===== src/rtl/axi_rd_arbiter.sv =====
// ---------------------------------------------------------------------------
// axi_rd_arbiter
//
// Shares one AR/R read port of the dram model between two requesters.
//   s0 : demand reads from the core (normally wins arbitration)
//   s1 : prefetch reads from the prefetcher (forced through after
//        STARVE_LIMIT consecutive demand wins while it waits)
//
// The winning AR request is registered onto the master port. Every
// requester handshake pushes the source index into a small route FIFO.
// Returning R beats go to the requester at the FIFO head, and the entry is
// popped on the last beat. The dram model returns bursts in AR-acceptance
// order, so order alone decides routing; IDs pass through untouched.
//
// Ports
//   clk, rst                  clock, synchronous active-high reset
//   s0_ar_* / s1_ar_*         requester AR channels (valid/ready/addr/len/id)
//   s0_r_*  / s1_r_*          requester R channels (data/id/resp/last broadcast)
//   m_ar_*                    registered AR channel towards the dram
//   m_r_*                     R channel from the dram
// ---------------------------------------------------------------------------
module axi_rd_arbiter #(
    parameter int ADDR_WIDTH      = 16,
    parameter int DATA_WIDTH      = 32,
    parameter int ID_WIDTH        = 8,
    parameter int BURST_LEN_WIDTH = 8,
    parameter int LOG_OUTSTANDING = 2,
    parameter int STARVE_WIDTH    = 4,
    parameter int STARVE_LIMIT    = 8
) (
    input  logic                       clk,
    input  logic                       rst,
    // demand requester
    input  logic                       s0_ar_valid,
    output logic                       s0_ar_ready,
    input  logic [ADDR_WIDTH-1:0]      s0_ar_addr,
    input  logic [BURST_LEN_WIDTH-1:0] s0_ar_len,
    input  logic [ID_WIDTH-1:0]        s0_ar_id,
    output logic                       s0_r_valid,
    input  logic                       s0_r_ready,
    output logic [DATA_WIDTH-1:0]      s0_r_data,
    output logic [ID_WIDTH-1:0]        s0_r_id,
    output logic [1:0]                 s0_r_resp,
    output logic                       s0_r_last,
    // prefetch requester
    input  logic                       s1_ar_valid,
    output logic                       s1_ar_ready,
    input  logic [ADDR_WIDTH-1:0]      s1_ar_addr,
    input  logic [BURST_LEN_WIDTH-1:0] s1_ar_len,
    input  logic [ID_WIDTH-1:0]        s1_ar_id,
    output logic                       s1_r_valid,
    input  logic                       s1_r_ready,
    output logic [DATA_WIDTH-1:0]      s1_r_data,
    output logic [ID_WIDTH-1:0]        s1_r_id,
    output logic [1:0]                 s1_r_resp,
    output logic                       s1_r_last,
    // master port to the dram
    output logic                       m_ar_valid,
    input  logic                       m_ar_ready,
    output logic [ADDR_WIDTH-1:0]      m_ar_addr,
    output logic [BURST_LEN_WIDTH-1:0] m_ar_len,
    output logic [ID_WIDTH-1:0]        m_ar_id,
    input  logic                       m_r_valid,
    output logic                       m_r_ready,
    input  logic [DATA_WIDTH-1:0]      m_r_data,
    input  logic [ID_WIDTH-1:0]        m_r_id,
    input  logic [1:0]                 m_r_resp,
    input  logic                       m_r_last
);

    localparam int DEPTH = 1 << LOG_OUTSTANDING;
    localparam int CNT_W = LOG_OUTSTANDING + 1;

    localparam logic [CNT_W-1:0]           DEPTH_C    = CNT_W'(DEPTH);
    localparam logic [CNT_W-1:0]           CNT_ONE    = CNT_W'(1'b1);
    localparam logic [LOG_OUTSTANDING-1:0] PTR_ONE    = LOG_OUTSTANDING'(1'b1);
    localparam logic [STARVE_WIDTH-1:0]    STARVE_MAX = STARVE_WIDTH'(STARVE_LIMIT);
    localparam logic [STARVE_WIDTH-1:0]    STARVE_ONE = STARVE_WIDTH'(1'b1);

    // AR output register
    logic                       m_ar_valid_r;
    logic [ADDR_WIDTH-1:0]      m_ar_addr_r;
    logic [BURST_LEN_WIDTH-1:0] m_ar_len_r;
    logic [ID_WIDTH-1:0]        m_ar_id_r;

    // arbitration
    logic                       load_en_s;
    logic                       gnt0_s;
    logic                       gnt1_s;
    logic                       hs0_s;
    logic                       hs1_s;
    logic [STARVE_WIDTH-1:0]    starve_r;

    // route FIFO: one bit per granted burst, 1 = prefetch
    logic [DEPTH-1:0]           route_mem_r;
    logic [LOG_OUTSTANDING-1:0] wr_ptr_r;
    logic [LOG_OUTSTANDING-1:0] rd_ptr_r;
    logic [CNT_W-1:0]           count_r;
    logic                       push_s;
    logic                       pop_s;
    logic                       head_s;
    logic                       nonempty_s;

    // R routing
    logic                       s0_r_valid_s;
    logic                       s1_r_valid_s;
    logic                       m_r_ready_s;

    // Grant selection: demand wins unless prefetch has waited STARVE_LIMIT wins.
    always_comb begin
        load_en_s = 1'b0;
        gnt0_s    = 1'b0;
        gnt1_s    = 1'b0;
        hs0_s     = 1'b0;
        hs1_s     = 1'b0;
        if (!rst && (!m_ar_valid_r || m_ar_ready) && (count_r < DEPTH_C)) begin
            load_en_s = 1'b1;
        end else begin
            load_en_s = 1'b0;
        end
        gnt1_s = s1_ar_valid && (!s0_ar_valid || (starve_r == STARVE_MAX));
        gnt0_s = s0_ar_valid && !gnt1_s;
        hs0_s  = load_en_s && gnt0_s;
        hs1_s  = load_en_s && gnt1_s;
    end

    assign s0_ar_ready = hs0_s;
    assign s1_ar_ready = hs1_s;

    // AR register: load the winner, otherwise drop valid once the dram takes it.
    always_ff @(posedge clk) begin
        if (rst) begin
            m_ar_valid_r <= 1'b0;
            m_ar_addr_r  <= {ADDR_WIDTH{1'b0}};
            m_ar_len_r   <= {BURST_LEN_WIDTH{1'b0}};
            m_ar_id_r    <= {ID_WIDTH{1'b0}};
        end else if (hs0_s) begin
            m_ar_valid_r <= 1'b1;
            m_ar_addr_r  <= s0_ar_addr;
            m_ar_len_r   <= s0_ar_len;
            m_ar_id_r    <= s0_ar_id;
        end else if (hs1_s) begin
            m_ar_valid_r <= 1'b1;
            m_ar_addr_r  <= s1_ar_addr;
            m_ar_len_r   <= s1_ar_len;
            m_ar_id_r    <= s1_ar_id;
        end else if (m_ar_ready) begin
            m_ar_valid_r <= 1'b0;
        end else begin
            m_ar_valid_r <= m_ar_valid_r;
        end
    end

    assign m_ar_valid = m_ar_valid_r;
    assign m_ar_addr  = m_ar_addr_r;
    assign m_ar_len   = m_ar_len_r;
    assign m_ar_id    = m_ar_id_r;

    // Starvation counter: counts demand wins that bypassed a waiting prefetch.
    always_ff @(posedge clk) begin
        if (rst) begin
            starve_r <= {STARVE_WIDTH{1'b0}};
        end else if (hs1_s) begin
            starve_r <= {STARVE_WIDTH{1'b0}};
        end else if (hs0_s && s1_ar_valid && (starve_r != STARVE_MAX)) begin
            starve_r <= starve_r + STARVE_ONE;
        end else begin
            starve_r <= starve_r;
        end
    end

    assign push_s = hs0_s || hs1_s;
    assign pop_s  = m_r_valid && m_r_ready_s && m_r_last;

    // Route FIFO: remember the source of every grant until its last R beat.
    always_ff @(posedge clk) begin
        if (rst) begin
            route_mem_r <= {DEPTH{1'b0}};
            wr_ptr_r    <= {LOG_OUTSTANDING{1'b0}};
            rd_ptr_r    <= {LOG_OUTSTANDING{1'b0}};
            count_r     <= {CNT_W{1'b0}};
        end else begin
            if (push_s) begin
                route_mem_r[wr_ptr_r] <= hs1_s;
                wr_ptr_r              <= wr_ptr_r + PTR_ONE;
            end else begin
                wr_ptr_r <= wr_ptr_r;
            end
            if (pop_s) begin
                rd_ptr_r <= rd_ptr_r + PTR_ONE;
            end else begin
                rd_ptr_r <= rd_ptr_r;
            end
            case ({push_s, pop_s})
                2'b10:   count_r <= count_r + CNT_ONE;
                2'b01:   count_r <= count_r - CNT_ONE;
                default: count_r <= count_r;
            endcase
        end
    end

    // With nothing outstanding, no beat can belong to anyone: hold the dram off.
    assign head_s     = route_mem_r[rd_ptr_r];
    assign nonempty_s = (count_r != {CNT_W{1'b0}}) && !rst;

    // R routing: steer valid to the head source and take ready from it.
    always_comb begin
        s0_r_valid_s = 1'b0;
        s1_r_valid_s = 1'b0;
        m_r_ready_s  = 1'b0;
        if (nonempty_s) begin
            if (head_s) begin
                s1_r_valid_s = m_r_valid;
                m_r_ready_s  = s1_r_ready;
            end else begin
                s0_r_valid_s = m_r_valid;
                m_r_ready_s  = s0_r_ready;
            end
        end else begin
            s0_r_valid_s = 1'b0;
            s1_r_valid_s = 1'b0;
            m_r_ready_s  = 1'b0;
        end
    end

    assign s0_r_valid = s0_r_valid_s;
    assign s1_r_valid = s1_r_valid_s;
    assign m_r_ready  = m_r_ready_s;

    assign s0_r_data = m_r_data;
    assign s0_r_id   = m_r_id;
    assign s0_r_resp = m_r_resp;
    assign s0_r_last = m_r_last;
    assign s1_r_data = m_r_data;
    assign s1_r_id   = m_r_id;
    assign s1_r_resp = m_r_resp;
    assign s1_r_last = m_r_last;

endmodule


===== config.mk =====
export PLATFORM = sky130hd
export DESIGN_NAME = axi_rd_arbiter
export DESIGN_NICKNAME = d
export VERILOG_FILES = /design/src/rtl/axi_rd_arbiter.sv
export SDC_FILE = /design/constraint.sdc
export NUM_CORES = 1
export LEC_CHECK = 0
export BUFFER_PORTS_ARGS = -buffer_cell sky130_fd_sc_hd__buf_4
export CAP_MARGIN = 10
export CORE_AREA = 2 2 91 93
export CTS_CLUSTER_SIZE = 14
export DETAILED_ROUTE_END_ITERATION = 7
export DIE_AREA = 0 0 93 95
export GPL_TIMING_DRIVEN = 0
export PLACE_DENSITY = 0.75
export RECOVER_POWER = 50
export SLEW_MARGIN = 25
export SYNTH_ARGS = -nofsm -noshare
export SYNTH_HDL_FRONTEND = slang
export SYNTH_SLANG_ARGS = --single-unit
export TNS_END_PERCENT = 100

===== constraint.sdc =====
create_clock -name clk -period 3.56 [get_ports clk]
set_input_delay 0.534 -clock clk [delete_from_list [all_inputs] [get_ports clk]]
set_output_delay 0.534 -clock clk [all_outputs]
set_load 0.03 [all_outputs]

# ---- Word level (Yosys, flattened, before mapping)
# Index checks and enable logic that the tools add are counted.
# W data, S select, Z words.
dict set report word_totals {
  wordCells 68
  output_inout_bits 124
  regBits 48
}
dict set report classes {
  mux 22
  eq_ne 4
  n_addsub 5
  reduce_logical 24
  n_lt_le_gt_ge 4
}
# cell n
set op_table {}
lappend op_table {{$mux W16} 2}
lappend op_table {{$mux W8} 4}
lappend op_table {{$logic_and A1 B1 Y1} 12}
lappend op_table {{$mux W1} 12}
lappend op_table {{$lt A2 B3 Y1 const B} 2}
lappend op_table {{$pmux W3 S2} 1}
lappend op_table {{$reduce_bool A3 Y1} 2}
lappend op_table {{$add A2 B1 Y2 const B} 2}
lappend op_table {{$add A4 B1 Y4 const B} 1}
lappend op_table {{$bwmux W4} 1}
lappend op_table {{$eq A4 B4 Y1 const B} 1}
lappend op_table {{$logic_not A1 Y1} 4}
lappend op_table {{$ne A4 B4 Y1 const B} 1}
lappend op_table {{$reduce_bool A2 Y1} 2}
lappend op_table {{$add A3 B1 Y3 const B} 1}
lappend op_table {{$logic_or A1 B1 Y1} 3}
lappend op_table {{$lt A3 B3 Y1 const B} 1}
lappend op_table {{$sub A3 B1 Y3 const B} 1}
lappend op_table {{$bmux W1 S2} 1}
lappend op_table {{$demux W1 S2} 1}
lappend op_table {{$eq A2 B1 Y1 const B} 1}
lappend op_table {{$eq A2 B2 Y1 const B} 1}
lappend op_table {{$ge A2 B1 Y1 const B} 1}
lappend op_table {{$reduce_or A2 Y1} 1}

# ---- Depth between registers and ports, before layout
# Gate-level depths: netlist of run 1.
dict set report logic_depth {
  word_depth 9
  ltp_mapped 10
  ltp_nobuf 10
}

# ---- Worst setup path after synthesis of run 1
# No wires, ideal clock.
dict set report synth_timing {
  path_type {register to register}
  from {reg m_ar_valid_r (netlist: m_ar_valid)}
  to {reg count_r[2]}
  required_ns 3.490
  stages_incl_launch_ff 11
  setup_ns 0.070
  slack_ns 1.052
  period_less_slack_ns 2.508
  t_arrival_ns 2.437
  cell_sequence {dfxtp_1 nor2b_1 nor3_4 inv_4 buf_6 ha_1 inv_1 fa_1 xor2_1 or3_2 a21oi_1}
}
dict set report synth_via {
  elab_chain_cells 9
  elab_cells_between_ends 12
  cone_classes {2 x eq/ne; 2 x mux; 8 x reduce/logical}
}
# item line_no
set synth_lines {}
lappend synth_lines {{start, declared} 81} ;# logic m_ar_valid_r;
lappend synth_lines {{start signal, assigned} 150} ;# m_ar_valid_r <= m_ar_valid_r;
lappend synth_lines {{$logic_not A1 Y1 *} 116} ;# if (!rst && (!m_ar_valid_r || m_ar_ready) && (count_r < DEPTH_C)) begin
lappend synth_lines {{$logic_or A1 B1 Y1 *} 116}
lappend synth_lines {{$logic_and A1 B1 Y1 * (2 in series)} 116}
lappend synth_lines {{$mux W1 *} 116}
lappend synth_lines {{$logic_and A1 B1 Y1 (on tied branches)} {123, 124}}
lappend synth_lines {{$logic_or A1 B1 Y1 *} 172} ;# assign push_s = hs0_s || hs1_s;
lappend synth_lines {{$eq A2 B1 Y1 or $eq A2 B2 Y1 (tied branches)} 194} ;# case ({push_s, pop_s})
lappend synth_lines {{$pmux W3 S2 or $reduce_bool A2 Y1 (tied branches)} -}
lappend synth_lines {{end signal, assigned} 195} ;# 2'b10: count_r <= count_r + CNT_ONE;
lappend synth_lines {{end signal, assigned} 196} ;# 2'b01: count_r <= count_r - CNT_ONE;
lappend synth_lines {{end signal, assigned} 197} ;# default: count_r <= count_r;
lappend synth_lines {{end, declared} 98} ;# logic [CNT_W-1:0] count_r;
# Mark *: on every way between the ends. The rest lies on a longest branch, timed or not.
# A chain may end at the register's enable or synchronous reset.

# ---- Worst setup path in the final report of run 1
dict set report layout_timing {
  from {reg starve_r[0]}
  to {out s1_ar_ready}
}
dict set report layout_via {
  elab_chain_cells 4
}
# item line_no
set layout_lines {}
lappend layout_lines {{start, declared} 92} ;# logic [STARVE_WIDTH-1:0] starve_r;
lappend layout_lines {{start signal, assigned} 162} ;# starve_r <= {STARVE_WIDTH{1'b0}};
lappend layout_lines {{start signal, assigned} 164} ;# starve_r <= {STARVE_WIDTH{1'b0}};
lappend layout_lines {{start signal, assigned} 166} ;# starve_r <= starve_r + STARVE_ONE;
lappend layout_lines {{$eq A4 B4 Y1} 121} ;# gnt1_s = s1_ar_valid && (!s0_ar_valid || (starve_r == STARVE_MAX));
lappend layout_lines {{$logic_or A1 B1 Y1} 121}
lappend layout_lines {{$logic_and A1 B1 Y1} 121}
lappend layout_lines {{$logic_and A1 B1 Y1} 124} ;# hs1_s = load_en_s && gnt1_s;
lappend layout_lines {{end, declared} 47} ;# output logic s1_ar_ready,
# No other way between the ends.

==> results_dict.tcl, run 1 <==
set metrics [dict create \
    slew_headroom 0.556 \
    clk_latency_ns 0.29 \
    finalHoldViolations 0 \
    cts_tree "yes" \
    worst_pin_slew_ns 0.666 \
    crit_type "reg2out" \
    layout_min_cycle_time_ns 2.72 \
    wl_mm 8.35 \
    p_leak_nw 2.01 \
    finClkSkew_ns 0.00775 \
    hold_path_class "in2reg" \
    grt_overflow 0 \
    antennaDiodeCount 0 \
    critPathLaunchType "flip-flop" \
    postCtsSetupBuffers 0 \
    synth_compound_area_frac 0.179 \
    cts_hold_buf 0 \
    synth-adder-area-share 0.0369 \
    die_y_um 95 \
    num_vias 2973 \
    required_ns 3.03 \
    area_delta_synth_final_pct 46.4 \
    drive_above_1_share 0.422 \
    ys_seq_area_frac 0.330 \
    ys_ff_latch 48 \
    synth_ff_type "dfxtp_1" \
    setup_tns_ns 0 \
    cp_cell_sequence "inv_1 -> ha_1 -> nand3b_1 -> a2111oi_4 -> buf_6 -> buf_4" \
    grt_pass1_vias 2762 \
    cp_max_fo 10 \
    hpwl_mm 6.69 \
    syn-cell-area_sq_um 2910 \
    core_sq_um 7930 \
    r2r_slack_ns 1.05 \
    drtAntennaViolNets 0 \
    status "complete, no violations" \
    viasPerCell 4.57 \
    cts-root-buf "clkbuf_8" \
    peakVddDrop_mv 0.206 \
    clk_pin_slew_ns 0.09 \
    synthXorXnorAreaFrac 0.00902 \
    setup_viol 0 \
    place_congestion 0.804 \
    initial_core_util 0.368 \
    layout_commonest_cell "buf_4" \
    grt_start_max_net_pins 15 \
    postSynthCellCount 342 \
    cp.arrival_ns 2.18 \
    first_pass_iters 6 \
    cts.sinks 48 \
    slew_viol_final 0 \
    synth.area.mux_share 0.0258 \
    wl_per_cell_um 12.8 \
    final_cell_mix "buf_4, clkbuf_1, dfxtp_1" \
    ios 239 \
    drt_iter0_markers 130 \
    synth_edf_count 0 \
    final_nets 668 \
    hold_ws_ns 0.484 \
    end_kind "output port" \
    track_usage 0.173 \
    row_count 33 \
    crit_slowest_cell "a2111oi_4" \
    synthArstFlopShare 0 \
    reg2reg_from "count_r[0]" \
    crit_path_end "s1_ar_ready" \
    io_buffers 196 \
    clock.fmax_ghz 0.368 \
    dieArea_sq_um 8840 \
    fin_crit_sh 0.763 \
    postCtsResizedCells 0 \
    cap_violations 0 \
    clockBufferDepth 2 \
    ys_types 37 \
    postSynthAreaPerCell_sq_um 8.52 \
    power_density_nw_per_um2 344 \
    cts_made_buffers 5 \
    yosys.area_share.simple 0.144 \
    r2r_end "count_r[2]" \
    rsz0062_at_grt "false" \
    cts-htree-levels 2 \
    fin_util 0.538 \
    synth_top_family_by_area "buffers and inverters" \
    reg2reg_depth 9 \
    max_stage_delay_ns 0.73 \
    ys.warnings.count 0 \
    antenna_found_initial 0 \
    nFillCells 833 \
    cp-startpoint "starve_r[0]" \
    drc 0 \
    synth_fp_nets 465 \
    grt_first_pass_wirelength_mm 12.5 \
    chipWidth_um 93 \
]
-- how the worst min path moves through the flow --
stage / startpoint / endpoint / slack (ns) / depth (start not counted)
floorplan: wr_ptr_r[1] / wr_ptr_r[1] / 0.47 / 2
global placement: wr_ptr_r[1] / wr_ptr_r[1] / 0.48 / 2
detailed placement: starve_r[0] / starve_r[0] / 0.49 / 2
CTS: s1_ar_addr[5] / m_ar_addr[5] / 0.48 / 3
global route: s1_ar_id[7] / m_ar_id[7] / 0.48 / 3
finish: s1_ar_addr[5] / m_ar_addr[5] / 0.48 / 3
-- critical path: cells and delay by family (launching register included) --
family          cells  cell delay (ns)
compound gates      1             0.73
fa+ha+maj           1             0.16
buf+inv             3             0.47
flops               1             0.35
simple gates        1             0.20
-- registers in the layout, indices dropped and copies added (netlist names) --
register and count:
m_ar_addr 16, count_r 3, m_ar_id 8, m_ar_valid 1
m_ar_len 8, wr_ptr_r 2, route_mem_r 4, starve_r 4
rd_ptr_r 2
-- cell usage after synthesis, types with 2 or more instances --
library cell / number / area share
buf_2: 6 / 0.010
a32o_2: 4 / 0.015
buf_4: 88 / 0.23
nand3_1: 3 / 0.0052
nor2b_1: 3 / 0.0064
inv_1: 11 / 0.014
ha_1: 7 / 0.030
or4_1: 2 / 0.0052
nor3_1: 3 / 0.0052
a311oi_1: 2 / 0.0060
nand2_1: 29 / 0.037
mux2_2: 4 / 0.015
xor2_1: 2 / 0.0060
mux2i_1: 3 / 0.010
clkbuf_1: 4 / 0.0052
nor2_1: 41 / 0.053
o21ai_0: 3 / 0.0052
a21oi_1: 27 / 0.046
dfxtp_1: 48 / 0.33
a222oi_1: 13 / 0.045
buf_6: 4 / 0.015
a211oi_1: 19 / 0.049
and3_1: 2 / 0.0043
-- logic make-up after synthesis --
family	after synthesis
DFF	48
and+or+nand+nor	91
xor gates and xnor gates	3
muxes	7
adders and majority gates	8
buffers and inverters	115
AOI/OAI and AO/OA	70
-- power by group --
part | switching, mW | internal [mW] | leakage (nW)
Clock | 0.177 | 0.133 | 0.0400
Sequential | 0.0234 | 0.575 | 0.394
Combinational | 0.325 | 0.235 | 1.58
-- stage by stage --
stage                     std cells  area [sq um]  power [mW]  setup slack [ns]
after floorplan                 342          2910       0.989              1.05
after global placement          643          4520        1.21             0.842
after detailed placement        643          4520        1.22             0.806
after CTS                       650          4600        1.53             0.883
after global routing            650          4270        1.55             0.680
final                           650          4270        1.47             0.843
-- layer usage --
| metal | global-route usage | up-vias | routed length [um] |
|---|---|---|---|
| met5 | 0 | - | 0 |
| met4 | 0.0515 | 0 | 119 |
| met3 | 0.0407 | 10 | 695 |
| met2 | 0.320 | 135 | 4390 |
| met1 | 0.199 | 1330 | 3150 |
| li1 | - | 1498 | - |
-- layout make-up --
type                            instances  area [sq um]  share of cell area
Clock buffer                            5          68.8              0.0161
Tap cell                              105           131              0.0308
Inverter                               13          51.3              0.0120
Multi-Input combinational cell        179          1140               0.267
Sequential cell                        48           961               0.225
Timing Repair Buffer                  196          1150               0.270
Buffer                                102           751               0.176
Clock inverter                          2          12.5             0.00293
Power figures use the tool's default switching activity.
==> run 2, diff against run 1 <==
--- a/config.mk
+++ b/config.mk
@@ -5,14 +5,15 @@
 export SDC_FILE = /design/constraint.sdc
 export NUM_CORES = 1
 export LEC_CHECK = 0
+export ABC_AREA = 1
 export BUFFER_PORTS_ARGS = -buffer_cell sky130_fd_sc_hd__buf_4
 export CAP_MARGIN = 10
-export CORE_AREA = 2 2 91 93
+export CORE_AREA = 2 2 93 95
 export CTS_CLUSTER_SIZE = 14
 export DETAILED_ROUTE_END_ITERATION = 7
-export DIE_AREA = 0 0 93 95
+export DIE_AREA = 0 0 95 97
 export GPL_TIMING_DRIVEN = 0
-export PLACE_DENSITY = 0.75
+export PLACE_DENSITY = 0.76
 export RECOVER_POWER = 50
 export SLEW_MARGIN = 25
 export SYNTH_ARGS = -nofsm -noshare
==> constraint.sdc (replaced) <==
create_clock -name clk -period 2.6 [get_ports clk]
set_input_delay 0.39 -clock clk [delete_from_list [all_inputs] [get_ports clk]]
set_output_delay 0.39 -clock clk [all_outputs]
set_load 0.03 [all_outputs]
==> results_dict.tcl, run 2 <==
set metrics [dict create \
    status "complete, no violations" \
    dp_slack_ns 0.127 \
    finalHoldViolations 0 \
    crit_path_frequent_cell "a21oi_1" \
    area_delta_synth_final_pct 43.1 \
    core_sq_um 8130 \
    final_nets 796 \
    setup_viol 0 \
    initial_core_util 0.390 \
    layout_min_cycle_time_ns 2.27 \
    finalInstanceArea_sq_um 4530 \
    postCtsSetupBuffers 0 \
    clk_latency_ns 0.30 \
    die_y_um 97 \
    crit_type "reg2reg" \
    yosys-top-cells-area "dfxtp_1, buf_4, nand2_1" \
    p_leak_nw 2.45 \
    layout_commonest_cell "buf_4" \
    crit_slowest_cell "fa_1" \
    syn-cell-area_sq_um 3170 \
    chipWidth_um 95 \
    combPwrFrac 0.395 \
    nFillCells 861 \
    ys_seq_area_frac 0.303 \
    cp_cell_sequence "nand2_1 -> nand4_4 -> nand2_4 -> inv_2 -> buf_6 -> ha_1 -> inv_1 -> fa_1 -> a21oi_1 -> o21ai_0 -> a21oi_1 -> o21a_1" \
    cp_top_family "adder cells" \
    finClkSkew_ns 0.00955 \
    largest_reg_flops 16 \
    drive_above_1_share 0.332 \
    fin_crit_sh 0.874 \
    grt_first_pass_wirelength_mm 13.2 \
    p_clk_frac 0.214 \
    required_ns 2.85 \
    clock.fmax_ghz 0.440 \
    synth_top_area_cell "dfxtp_1" \
    dp_cells 771 \
    grt_pass1_vias 3078 \
    synth_ff_type "dfxtp_1" \
    hpwl_mm 7.07 \
    slew_viol_final 0 \
    rsz0062_at_grt "false" \
    worst_slack_ns 0.328 \
    first_pass_iters 4 \
    clockBufferDepth 2 \
    cp_max_fo 10 \
    power_mw 2.11 \
    final_cell_mix "buf_4, nand2_1, clkbuf_1" \
    setup_tns_ns 0 \
    path_buf_inv 3 \
    swShare 0.365 \
    p_int_mw 1.34 \
    place_congestion 0.826 \
    power_density_nw_per_um2 466 \
    cts_hold_buf 0 \
    grt_start_max_net_pins 15 \
    drc 0 \
    cts_tree "yes" \
    postSynthAreaPerCell_sq_um 6.73 \
    hold_path_class "in2reg" \
    postSynthCellCount 471 \
    ys.warnings.count 0 \
    antennaDiodeCount 0 \
    cts_made_buffers 5 \
    synth_common_cells "nand2_1, buf_4, inv_1" \
    netSwitchingPower_mw 0.772 \
    wl_mm 8.62 \
    antenna_found_initial 0 \
    row_count 33 \
    worst_pin_slew_ns 0.475 \
    max_stage_delay_ns 0.38 \
    peakVddDrop_mv 0.247 \
    synth_most_common_cell "nand2_1" \
    stdcell_count 779 \
    synthArstFlopShare 0 \
    cap_violations 0 \
    placed_area_sq_um 4760 \
    yosysTopAreaCellShare 0.303 \
    ys_ff_latch 48 \
    cts-root-buf "clkbuf_8" \
    num_vias 3370 \
    slew_headroom 0.683 \
    postCtsResizedCells 0 \
    track_usage 0.176 \
    synth_edf_count 0 \
    ios 239 \
    cp.arrival_ns 2.52 \
    grt_overflow 0 \
    drt_iter0_markers 76 \
    end_kind "flip-flop" \
    synth_fp_nets 594 \
    wl_per_cell_um 11.1 \
    viasPerCell 4.33 \
    drtAntennaViolNets 0 \
    io_buffers 195 \
    cts-htree-levels 2 \
    dieArea_sq_um 9220 \
    critPathLaunchType "flip-flop" \
    ys_types 27 \
    cts.sinks 48 \
    seq_power_share 0.391 \
    clk_pin_slew_ns 0.09 \
]
## run 2: cell count changes after synthesis, moves of 5 or more
cell      change
a211oi_1     -19
a21oi_1      -11
a222oi_1     -13
inv_1        +40
nand2_1     +106
nand3_1      +40
nor2_1        +5
## run 2: routing by layer
metal | wire length, um | GRT usage | vias up
met2 | 4520 | 0.334 | 130
met3 | 746 | 0.0428 | 14
met4 | 170 | 0.0569 | 0
met1 | 3180 | 0.184 | 1473
li1 | - | - | 1753
met5 | 0 | 0 | -
## run 2: layout make-up
cell class                 instances  area, sq um  area share
tap                              105          131      0.0290
timing repair buffer             195         1140       0.252
inverter                          55          209      0.0461
clock buffer                       6         82.6      0.0182
sequential                        48          961       0.212
buffer                           101          751       0.166
clock inverter                     2         10.0     0.00221
multi-input combinational        267         1250       0.275
## run 2: logic make-up after synthesis
family | count (synthesis) | share of synthesized area
and+or+nand+nor | 233 | 0.317
buffers and inverters | 156 | 0.303
DFF | 48 | 0.303
AOI/OAI and AO/OA | 25 | 0.0403
adders and majority gates | 8 | 0.0340
xor gates and xnor gates | 1 | 0.00276
## run 2: worst register-to-register path: stages (launching register included)
cell     delay [ns]
dfxtp_1        0.34
nand2_1        0.17
nand4_4        0.16
nand2_4        0.11
inv_2          0.15
buf_6          0.17
ha_1           0.16
inv_1          0.07
fa_1           0.38
a21oi_1        0.14
o21ai_0        0.11
a21oi_1        0.14
o21a_1         0.12
## run 2: power groups by stage
stage / Clock (mW) / Combinational, mW / Sequential (mW)
floorplan: 0 / 0.486 / 0.929
global placement: 0 / 0.887 / 0.840
detailed placement: 0 / 0.902 / 0.843
CTS: 0.466 / 0.904 / 0.826
global route: 0.494 / 0.907 / 0.833
finish: 0.454 / 0.834 / 0.827
## run 2: final timing paths
path,startpoint,end,slack [ns],depth (start not counted)
setup / recovery,m_ar_valid,count_r[2],0.33,12
hold / removal,s1_ar_addr[15],m_ar_addr[15],0.37,5
setup reg to reg,m_ar_valid,count_r[2],0.33,12
hold reg to reg,route_mem_r[2],route_mem_r[2],0.46,2
## run 2: stage by stage
stage / util / hold slack, ns
6_report: 0.557 / 0.372
5_1_grt: 0.557 / 0.385
4_1_cts: 0.597 / 0.365
3_5_place_dp: 0.586 / 0.450
3_3_place_gp: 0.586 / 0.439
2_1_floorplan: - / 0.422
